[src/rtl/if_id_pipe_buf.sv]
// if_id_pipe_buf: IF/ID pipeline buffer between fetch and decode.
//
// This is a DEPTH-entry in-order queue. Each entry carries the next PC, the
// instruction word and the I-cache hit flag. The buffer provides a valid/ready
// handshake on both sides, a synchronous flush, an optional miss-drop mode and
// a saturating stall counter.
//
// Ports:
//   clk, rst_n        clock, asynchronous active-low reset
//   in_valid/in_ready fetch-side handshake
//   in_pc/in_instr/in_hit  entry pushed by fetch
//   flush             synchronous flush (branch redirect); beats push and pop
//   out_valid/out_ready    decode-side handshake
//   out_pc/out_instr/out_hit  head entry (last stored contents when empty)
//   count             occupied entries
//   stall_cnt         saturating count of decode back-pressure cycles
module if_id_pipe_buf #(
    parameter int unsigned PC_W      = 32,
    parameter int unsigned INSTR_W   = 32,
    parameter int unsigned DEPTH     = 2,
    parameter int unsigned DROP_MISS = 0,
    parameter int unsigned CNT_W     = 16
) (
    input  logic                     clk,
    input  logic                     rst_n,
    input  logic                     in_valid,
    output logic                     in_ready,
    input  logic [PC_W-1:0]          in_pc,
    input  logic [INSTR_W-1:0]       in_instr,
    input  logic                     in_hit,
    input  logic                     flush,
    output logic                     out_valid,
    input  logic                     out_ready,
    output logic [PC_W-1:0]          out_pc,
    output logic [INSTR_W-1:0]       out_instr,
    output logic                     out_hit,
    output logic [$clog2(DEPTH):0]   count,
    output logic [CNT_W-1:0]         stall_cnt
);

    localparam int unsigned PtrW     = $clog2(DEPTH);
    localparam logic [PtrW:0] Full   = (PtrW + 1)'(DEPTH);
    localparam logic [CNT_W-1:0] StallMax = '1;
    localparam bit DropEn            = (DROP_MISS != 0);

    logic [PtrW-1:0]    wr_ptr_q, wr_ptr_d;
    logic [PtrW-1:0]    rd_ptr_q, rd_ptr_d;
    logic [PtrW:0]      count_q, count_d;
    logic [CNT_W-1:0]   stall_q, stall_d;

    logic [PC_W-1:0]    pc_mem_q    [DEPTH];
    logic [INSTR_W-1:0] instr_mem_q [DEPTH];
    logic               hit_mem_q   [DEPTH];

    logic accept;
    logic pop;
    logic drop;

    // Handshake: in_ready comes from registered occupancy only, so a pop on a
    // full buffer never opens the input in the same cycle.
    always_comb begin
        in_ready  = (count_q != Full);
        out_valid = (count_q != '0);
        drop      = DropEn && !in_hit;
        // A dropped miss still completes the handshake, it just is not stored.
        accept    = in_valid && in_ready && !flush && !drop;
        pop       = out_valid && out_ready && !flush;
    end

    always_comb begin
        wr_ptr_d = wr_ptr_q;
        rd_ptr_d = rd_ptr_q;
        count_d  = count_q;
        stall_d  = stall_q;

        if (flush) begin
            wr_ptr_d = '0;
            rd_ptr_d = '0;
            count_d  = '0;
        end else begin
            // DEPTH is a power of two, so pointer wrap is natural overflow.
            if (accept) begin
                wr_ptr_d = wr_ptr_q + 1'b1;
            end
            if (pop) begin
                rd_ptr_d = rd_ptr_q + 1'b1;
            end
            unique case ({accept, pop})
                2'b10:   count_d = count_q + 1'b1;
                2'b01:   count_d = count_q - 1'b1;
                default: count_d = count_q;
            endcase
        end

        if (out_valid && !out_ready && !flush && (stall_q != StallMax)) begin
            stall_d = stall_q + 1'b1;
        end
    end

    always_ff @(posedge clk or negedge rst_n) begin
        if (!rst_n) begin
            wr_ptr_q <= '0;
            rd_ptr_q <= '0;
            count_q  <= '0;
            stall_q  <= '0;
        end else begin
            wr_ptr_q <= wr_ptr_d;
            rd_ptr_q <= rd_ptr_d;
            count_q  <= count_d;
            stall_q  <= stall_d;
        end
    end

    // Storage is reset so the head outputs read as zero out of reset.
    // Flush leaves it untouched.
    always_ff @(posedge clk or negedge rst_n) begin
        if (!rst_n) begin
            for (int i = 0; i < int'(DEPTH); i++) begin
                pc_mem_q[i]    <= '0;
                instr_mem_q[i] <= '0;
                hit_mem_q[i]   <= 1'b0;
            end
        end else if (accept) begin
            pc_mem_q[wr_ptr_q]    <= in_pc;
            instr_mem_q[wr_ptr_q] <= in_instr;
            hit_mem_q[wr_ptr_q]   <= in_hit;
        end
    end

    always_comb begin
        out_pc    = pc_mem_q[rd_ptr_q];
        out_instr = instr_mem_q[rd_ptr_q];
        out_hit   = hit_mem_q[rd_ptr_q];
        count     = count_q;
        stall_cnt = stall_q;
    end

endmodule

[config.mk]
export PLATFORM = sky130hd
export DESIGN_NAME = if_id_pipe_buf
export DESIGN_NICKNAME = d
export VERILOG_FILES = /design/src/rtl/if_id_pipe_buf.sv
export SDC_FILE = /design/constraint.sdc
export NUM_CORES = 1
export LEC_CHECK = 0
export BUFFER_PORTS_ARGS = -buffer_cell sky130_fd_sc_hd__buf_2
export CAP_MARGIN = 30
export CELL_PAD_IN_SITES_DETAIL_PLACEMENT = 1
export CELL_PAD_IN_SITES_GLOBAL_PLACEMENT = 2
export CORE_MARGIN = 1.5
export CORE_UTILIZATION = 33
export CTS_CLUSTER_SIZE = 40
export DETAILED_ROUTE_END_ITERATION = 10
export PLACE_DENSITY = 0.83
export SYNTH_ARGS = -nofsm -noshare
export SYNTH_HDL_FRONTEND = slang
export SYNTH_SLANG_ARGS = --single-unit
[constraint.sdc]
create_clock -name clk -period 1.6 [get_ports clk]
set_clock_uncertainty 0.15 [all_clocks]
set_input_delay 0.16 -clock clk [delete_from_list [all_inputs] [get_ports clk]]
set_output_delay 0.16 -clock clk [all_outputs]
set_load 0.05 [all_outputs]
Word-level counts from Yosys, hierarchy flattened --
Index checks and enable logic that the tools add are counted.
Word-level totals: bits in registers 150, latch bits 0, bits in writable memories 0, ROM bits 0, input bits 70, output and inout port bits 85, word-level logic and storage cells 60, memories 0
Cells by class: $add $sub $neg 5, multiply operators 0, divide/modulo/power cells 0, order comparisons 3, eq/ne operators 4, shift-type cells 0, mux-type cells 22, bitwise gates (word level) 2, reduce and logical (&&, ||, !) cells 14
Operators with widths (number):
- $mux 32 | 7
- $bwmux 64 | 2
- $demux 32 s1 | 1
- $add 16x1->16 const B | 1
- $ne 16x16->1 const B | 1
- $logic_and 1x1->1 | 8
- $mux 1 | 8
- $reduce_bool 2->1 | 3
- $ge 2x2->1 const B | 2
- $not 1->2 | 2
- $pmux 2 s2 | 1
- $reduce_bool 3->1 | 1
- $add 1x1->1 const B | 2
- $add 2x1->2 const B | 1
- $bwmux 2 | 1
- $eq 2x1->1 const B | 1
- $eq 2x2->1 const B | 1
- $logic_not 1->1 | 2
- $lt 2x1->1 const B | 1
- $mux 2 | 1
- $ne 2x2->1 const B | 1
- $sub 2x1->2 const B | 1
- $demux 1 s1 | 1

Depth between registers and ports, before layout --
Gate-level depths: netlist of the first run.
depth after elaboration 6, gate-level depth with buffers 6

Least setup slack after synthesis of the first run --
Ideal clock, no wire load.
path kind reg-to-reg, from reg count_q[0] (netlist: count[0]), to reg pc_mem_q[50] in the netlist's numbering, library setup time 0.125 ns, arrival 2.023 ns, required time 1.325 ns, path slack -0.698 ns, cell stages (with the launch flop) 7, period minus slack after synthesis 2.298 ns, cell sequence dfrtp_1 > nand2b_2 > nand2_1 > nor3_2 > buf_4 > buf_6 > mux2_2
On the way: longest elaborated chain between the ends 3
Ends and longest elaborated chain:
- from (decl) | line 48 | logic [PtrW:0] count_q, count_d;
- from (signal assigned) | line 109 | count_q <= count_d;
- $ne 2x2->1 | line 62 | in_ready = (count_q != Full);
- net in_ready | line 27 | output logic in_ready,
- $logic_and 1x1->1 (2 in a row) | line 66 | accept = in_valid && in_ready && !flush && !drop;
- to (signal, indexed assignment) | line 124 | pc_mem_q[wr_ptr_q] <= in_pc;
- to (decl) | line 51 | logic [PC_W-1:0] pc_mem_q [DEPTH];
The timed path passes the listed nets, and every way through them passes these cells. A chain may end at the register's enable or synchronous reset.

Worst setup path in the final report of the first run --
from reg rd_ptr_q, to out out_instr[7]
On the way: longest elaborated chain between the ends 4
Ends and longest elaborated chain:
- from (decl) | line 47 | logic [PtrW-1:0] rd_ptr_q, rd_ptr_d;
- from (signal assigned) | line 108 | rd_ptr_q <= rd_ptr_d;
- $not 1->2 (implied by the code) | line 132 | out_instr = instr_mem_q[rd_ptr_q];
- $mux 32 (implied by the code) (3 in a row) | line 132
- to (decl) | line 35 | output logic [INSTR_W-1:0] out_instr,
No other way between the ends. The select of a mux whose other input is x is not followed.

==> metrics, run 1 <==
DR DRC count 0; dpl cells 896; sequential area share after synthesis 56.5%; failing checks setup timing; Slew @ Worst Pin 0.448 ns; Total Nets Final 831; Post-Syn Area 0.00664 sq mm; layout cell share with drive strength beyond 1 67.5%; Final Hold Fails 0; Worst-Skew Late Latency 0.43 ns; Worst slew margin 70.1%; final worst slack -0.375 ns; Total GRT Usage 22.4%; fin crit share 123%; final core occ 57.7%; Die Width 145 um; routed vias/inst 4.80; IO buf count 154; clock slew at reported path FFs 0.06 ns; TritonCTS clock tree built; maximum clock rate 506 MHz; vias after detailed routing 4980; vias in the first global route 6004; Mapped Cells 445; Core Region 0.0196 sq mm; Initial DRC Count 115; Sink Count 150; Initial Util 33.9%; H-tree levels 4; CP Capture Type output pin; worst path required time 1.29 ns; Final HPWL DP 11600 um; largest net degree at the start of global routing 43; die area 0.0210 sq mm; max-slew violation total from the final report 0; RePlAce Congestion 0.807; CP max FO 11; top_reg_cell synth dfrtp_1; min-delay worst type in2async; post-synthesis cell type count 34; Max-Cap Viols 0; DR WL/cell 22.0 um; initial antenna violation count 0; pwr dens 1420 mW/mm^2; Final min period 1.97 ns; post-route insts no fill 1038; post-synth net total 516; CP arrival 1.66 ns; Die H 145 um; fill cell count 1881; critical path type reg2out; RSZ-0062 raised after global routing yes; final wirelength 22900 um; clock buffer count from CTS 17; post-place setup slack -0.214 ns; EDFF count, synth 0; Worst setup SP type flop; Setup violations, final 213; status complete, but fails checks; CTS root buf clkbuf_16; IO Pins 155; drt pass-1 iters 4; Synth-to-Final Area Change 70.0%; asr flop ratio synth 100%; Routed Antenna Nets 0; gr ovfl total 0; diode count 0; Synth Register Bits 150; deepest clock path buffer count 2; Yosys warning total 0; syn avg cell area 14.9 sq um; leakage power 5.27 nW; Peak supply drop 0.00105 V; Rows 51; first-pass GRT wire length 34400 um
-- flip-flops by register name, summed over array words and instances (netlist names) --
signal and count:
stall_cnt 16, pc_mem_q 64, rd_ptr_q 1, instr_mem_q 64, wr_ptr_q 1, count 2
hit_mem_q 2
-- cells in the mapped netlist, types with 2 or more instances --
cell      number  share of area (%)
and3_1         2               0.19
and4_1         2               0.26
buf_2          7               0.53
buf_4          7               0.79
buf_6          6                1.0
clkbuf_1       3               0.17
dfrtp_1      150                 56
mux2_1         8                1.4
mux2_2       189                 32
nand2_1       11               0.62
nand3_1        3               0.23
nand4_1        5               0.47
nor2_1         7               0.40
nor3_1         5               0.38
nor3b_1        2               0.23
nor4_1         5               0.47
nor4b_1        2               0.26
xor2_1        15                2.0
-- critical path: stages (launching register included) --
cell	delay (ns)
dfrtp_2	0.40
buf_12	0.15
buf_16	0.16
mux2_2	0.37
buf_6	0.16
-- routing by layer --
layer	up-vias	GRT usage (%)	part of all wire, %	wire length [um]
li1	2234	-	-	-
met1	2586	25.9	40	9130
met2	138	41.3	54	12400
met3	22	5.07	4.5	1030
met4	0	6.27	1.2	272
met5	-	0	0	0
-- timing repair --
action	in CTS	in global routing
endpoints found under the setup margin	213	218
gates resized for setup	252	50
hold buffers	69	0
hold endpoints to repair	284	0
buffers inserted	26	10
pin swaps	14	17
cloned	15	2
-- path summary, 6_finish.rpt --
path | from | endpoint | depth (start not counted) | slack, ns
worst max-delay path | rd_ptr_q | out_instr[7] | 4 | -0.37
worst min-delay path | rst_n | instr_mem_q[57] | 2 | 0.08
worst max register to register | count[1] | instr_mem_q[25] | 9 | -0.30
worst min register to register | instr_mem_q[7] | instr_mem_q[7] | 1 | 0.35
max in group asynchronous | rst_n | instr_mem_q[51] | 3 | 0.62
min in group clk | in_valid | count[0] | 4 | 0.12
-- where the power goes --
part / internal, W / total [W] / leakage, nW / switching [W]
clock network: 0.00238 / 0.00423 / 0.302 / 0.00185
logic: 0.00308 / 0.00638 / 3.18 / 0.00330
registers: 0.00480 / 0.00544 / 1.79 / 0.000634
-- cells in the final DEF (no fill, tap or decap), types with 4 or more instances in the layout --
master	count
buf_2	83
inv_6	7
nand2_1	8
buf_4	37
nor3_4	4
nand4_1	5
mux2_4	92
buf_16	12
buf_12	20
xor2_1	15
dlygate4sd3_1	68
clkbuf_16	19
dfrtp_2	14
inv_8	4
buf_8	9
nor2_1	6
mux2_2	105
dfrtp_1	136
buf_6	86
nor4_4	6
-- kinds of logic after synthesis --
family | share of synthesized area, %
AOI/OAI and AO/OA | 0.283
xor gates and xnor gates | 2.11
adders and majority gates | 0.188
buffers and inverters | 2.56
DFF | 56.5
muxes | 33.5
and+or+nand+nor | 4.82
-- metrics by stage --
stage	total power [W]	TNS, ns	area, sq um	hold WS [ns]
finish	0.0160	-51.11	11300	0.0755
global route	0.0167	-64.69	11300	0.0988
CTS	0.0159	-51.98	11200	0.0583
detailed placement	0.0102	-10.78	8290	-0.0366
global placement	0.00999	-4.75	8290	-0.0443
floorplan	0.00900	-44.56	6860	-0.286
-- final cells by class --
type	count	area, sq um	area share (%)
clock inverter	15	180	1.60
inverter	1	3.75	0.0332
sequential	150	3770	33.4
clock buffer	17	425	3.77
tap	265	332	2.94
multi-input combinational	271	3300	29.3
timing repair buffer	319	3280	29.0
Power figures use the tool's default switching activity.
==> run 2: changes to the inputs <==
==> config.mk (replaced) <==
export PLATFORM = sky130hd
export DESIGN_NAME = if_id_pipe_buf
export DESIGN_NICKNAME = d
export VERILOG_FILES = /design/src/rtl/if_id_pipe_buf.sv
export SDC_FILE = /design/constraint.sdc
export NUM_CORES = 1
export LEC_CHECK = 0
export BUFFER_PORTS_ARGS = -buffer_cell sky130_fd_sc_hd__buf_2
export CAP_MARGIN = 30
export CORE_MARGIN = 1.5
export CORE_UTILIZATION = 47
export CTS_CLUSTER_SIZE = 40
export DETAILED_ROUTE_END_ITERATION = 10
export PLACE_DENSITY = 0.82
export SYNTH_ARGS = -nofsm -noshare
export SYNTH_HDL_FRONTEND = slang
export SYNTH_SLANG_ARGS = --single-unit
==> run 2 against run 1 <==
Against the previous run: the flow still finishes with violations (setup timing); setup slack improved by 0.013 ns; global-route usage grew 6.0 points; critical path type is now reg2reg; worst hold slack lost 0.039 ns.
==> metrics, run 2 (same netlist as run 1, synthesis figures left out) <==
Core Region 0.0138 sq mm (-29%); Die Width 122 um (-16%); initial antenna violation count 0 (unchanged); Worst slew margin 75.3% (+5.2 points); Slew @ Worst Pin 0.369 ns (-0.0791 ns); DR WL/cell 21.9 um (-0.62%); IO Pins 155 (unchanged); drt pass-1 iters 6 (+2); Sink Count 150 (unchanged); final wirelength 20900 um (-8.8%); Worst-Skew Late Latency 0.43 ns (about the same); min-delay src in_valid; r2r endpoint pc_mem_q[13]; clock slew at reported path FFs 0.06 ns (about the same); largest net degree at the start of global routing 51 (+19%); post-route insts no fill 953 (-8.2%); Initial Util 48.0% (+14 points); routed vias/inst 5.37 (+12%); crit path cell chain buf_6, nand2b_4, buf_6, nand4b_1, buf_6, buf_12, buf_16, mux2_4; Initial DRC Count 221 (+92%); dpl cells 811 (-9.5%); Min Hold Slack 0.0365 ns (-0.0390 ns); max-slew violation total from the final report 0 (unchanged); Setup violations, final 214 (+0.47%); Peak supply drop 0.00156 V (+49%); CP max FO 6 (-5); TritonCTS clock tree built; status complete, but fails checks; reg2reg setup slack -0.36 ns (-0.06 ns); Worst setup SP type flop; Final Hold Fails 0 (unchanged); fin crit share 123% (-0.79 points); failing checks setup timing; post-place setup slack -0.170 ns (+0.0441 ns); Routed Antenna Nets 0 (unchanged); setup_tns -53.23 ns (-2.12 ns); slowest stage cell, crit path dfrtp_2; final worst slack -0.362 ns (+0.0126 ns); CP Capture Type flop; vias in the first global route 5799 (-3.4%); critical path type reg2reg; Total GRT Usage 28.4% (+6.0 points); Design Power 0.0161 W (+0.32%); H-tree levels 4 (unchanged); clock buffer count from CTS 17 (unchanged); Total Nets Final 831 (unchanged); Final min period 1.96 ns (-0.0126 ns); RSZ-0062 raised after global routing yes; commonest non-fill, non-tap cell in the layout dfrtp_1; R2R depth 8 (-1); gr ovfl total 0 (unchanged); pwr dens 1440 mW/mm^2 (+1.7%); Synth-to-Final Area Change 67.7%; CP peak stage delay 0.42 ns (+0.02 ns); Die H 122 um (-16%); Worst Hold Path EP count[1]; leakage power 5.23 nW (-0.82%); maximum clock rate 510 MHz (+0.64%); RePlAce Congestion 0.924 (+15%); deepest clock path buffer count 2 (unchanged); first-pass GRT wire length 31500 um (-8.2%); CTS root buf clkbuf_16; most frequent CP cell buf_6; most frequent cells in the layout dfrtp_1, mux2_2, buf_6; CP arrival 2.12 ns (+0.46 ns); diode count 0 (unchanged); worst path required time 1.76 ns (+0.47 ns); Min-Delay Path Depth 4; die area 0.0149 sq mm (-29%); IO buf count 154 (unchanged); Max-Cap Viols 0 (unchanged); layout cell share with drive strength beyond 1 66.6% (-0.91 points); worst r2r src count[1]; min-delay worst type in2reg; vias after detailed routing 5119 (+2.8%); DR DRC count 0 (unchanged); Rows 43 (-16%); Final HPWL DP 10100 um (-13%)
run 2: cell types whose count changed in the layout (fill, tap and decap cells not counted), sizes merged:
| cell | change |
|---|---|
| buf | -1 |
| bufinv | +2 |
| clkbuf | +3 |
| clkinv | +4 |
| clkinvlp | +2 |
| dlygate4sd3 | +2 |
| dlymetal6s4s | -1 |
| inv | -11 |
run 2: layout make-up:
type	instances	area, sq um
fill	698	2680
timing repair buffer	319	3250
tap	180	225
multi-input combinational	271	3260
inverter	1	3.75
sequential	150	3770
clock buffer	20	457
clock inverter	12	176
run 2: metal layers:
layer,GRT usage (%),wire length [um],up-vias
met5,0,0,-
met4,9.26,364,0
met3,7.63,1200,37
met2,48.7,10900,193
met1,34.7,8380,2658
li1,-,-,2231
run 2: worst max path at each step:
stage / from / endpoint / slack (ns) / cells past startpoint
2_1_floorplan: count[1] / stall_cnt[12] / -0.40 / 4
3_3_place_gp: stall_cnt[0] / stall_cnt[12] / -0.11 / 5
3_5_place_dp: stall_cnt[0] / stall_cnt[12] / -0.17 / 5
4_1_cts: rd_ptr_q / out_instr[17] / -0.36 / 4
5_1_grt: rd_ptr_q / out_pc[3] / -0.40 / 4
6_report: count[1] / pc_mem_q[13] / -0.36 / 8
run 2: where the power goes:
part | total [W] | internal [W] | switching, W
sequential | 0.00542 | 0.00481 | 0.000614
clock | 0.00432 | 0.00269 | 0.00163
combinational | 0.00636 | 0.00306 | 0.00329
run 2: worst max-delay path: cells and delay by family (launching register included):
family	cells	cell delay, ns
buffers and inverters	5	0.72
flip-flops	1	0.42
multiplexers	1	0.30
AND/OR/NAND/NOR	2	0.25
run 2: through the flow:
stage,area [sq um],utilization (%)
CTS,10900,79.1
detailed placement,8200,59.3
global placement,8200,59.3
global route,11100,80.6
finish,11100,80.6
floorplan,6860,-
run 2: repair_timing:
action                     4_1_cts  5_1_grt
setup endpoints to repair      202      216
resized for setup              249       55
hold endpoints to repair       284        0
setup buffers                   24       13
gates cloned                    14        3
pin swaps                       10       11
hold buffers                    70        0
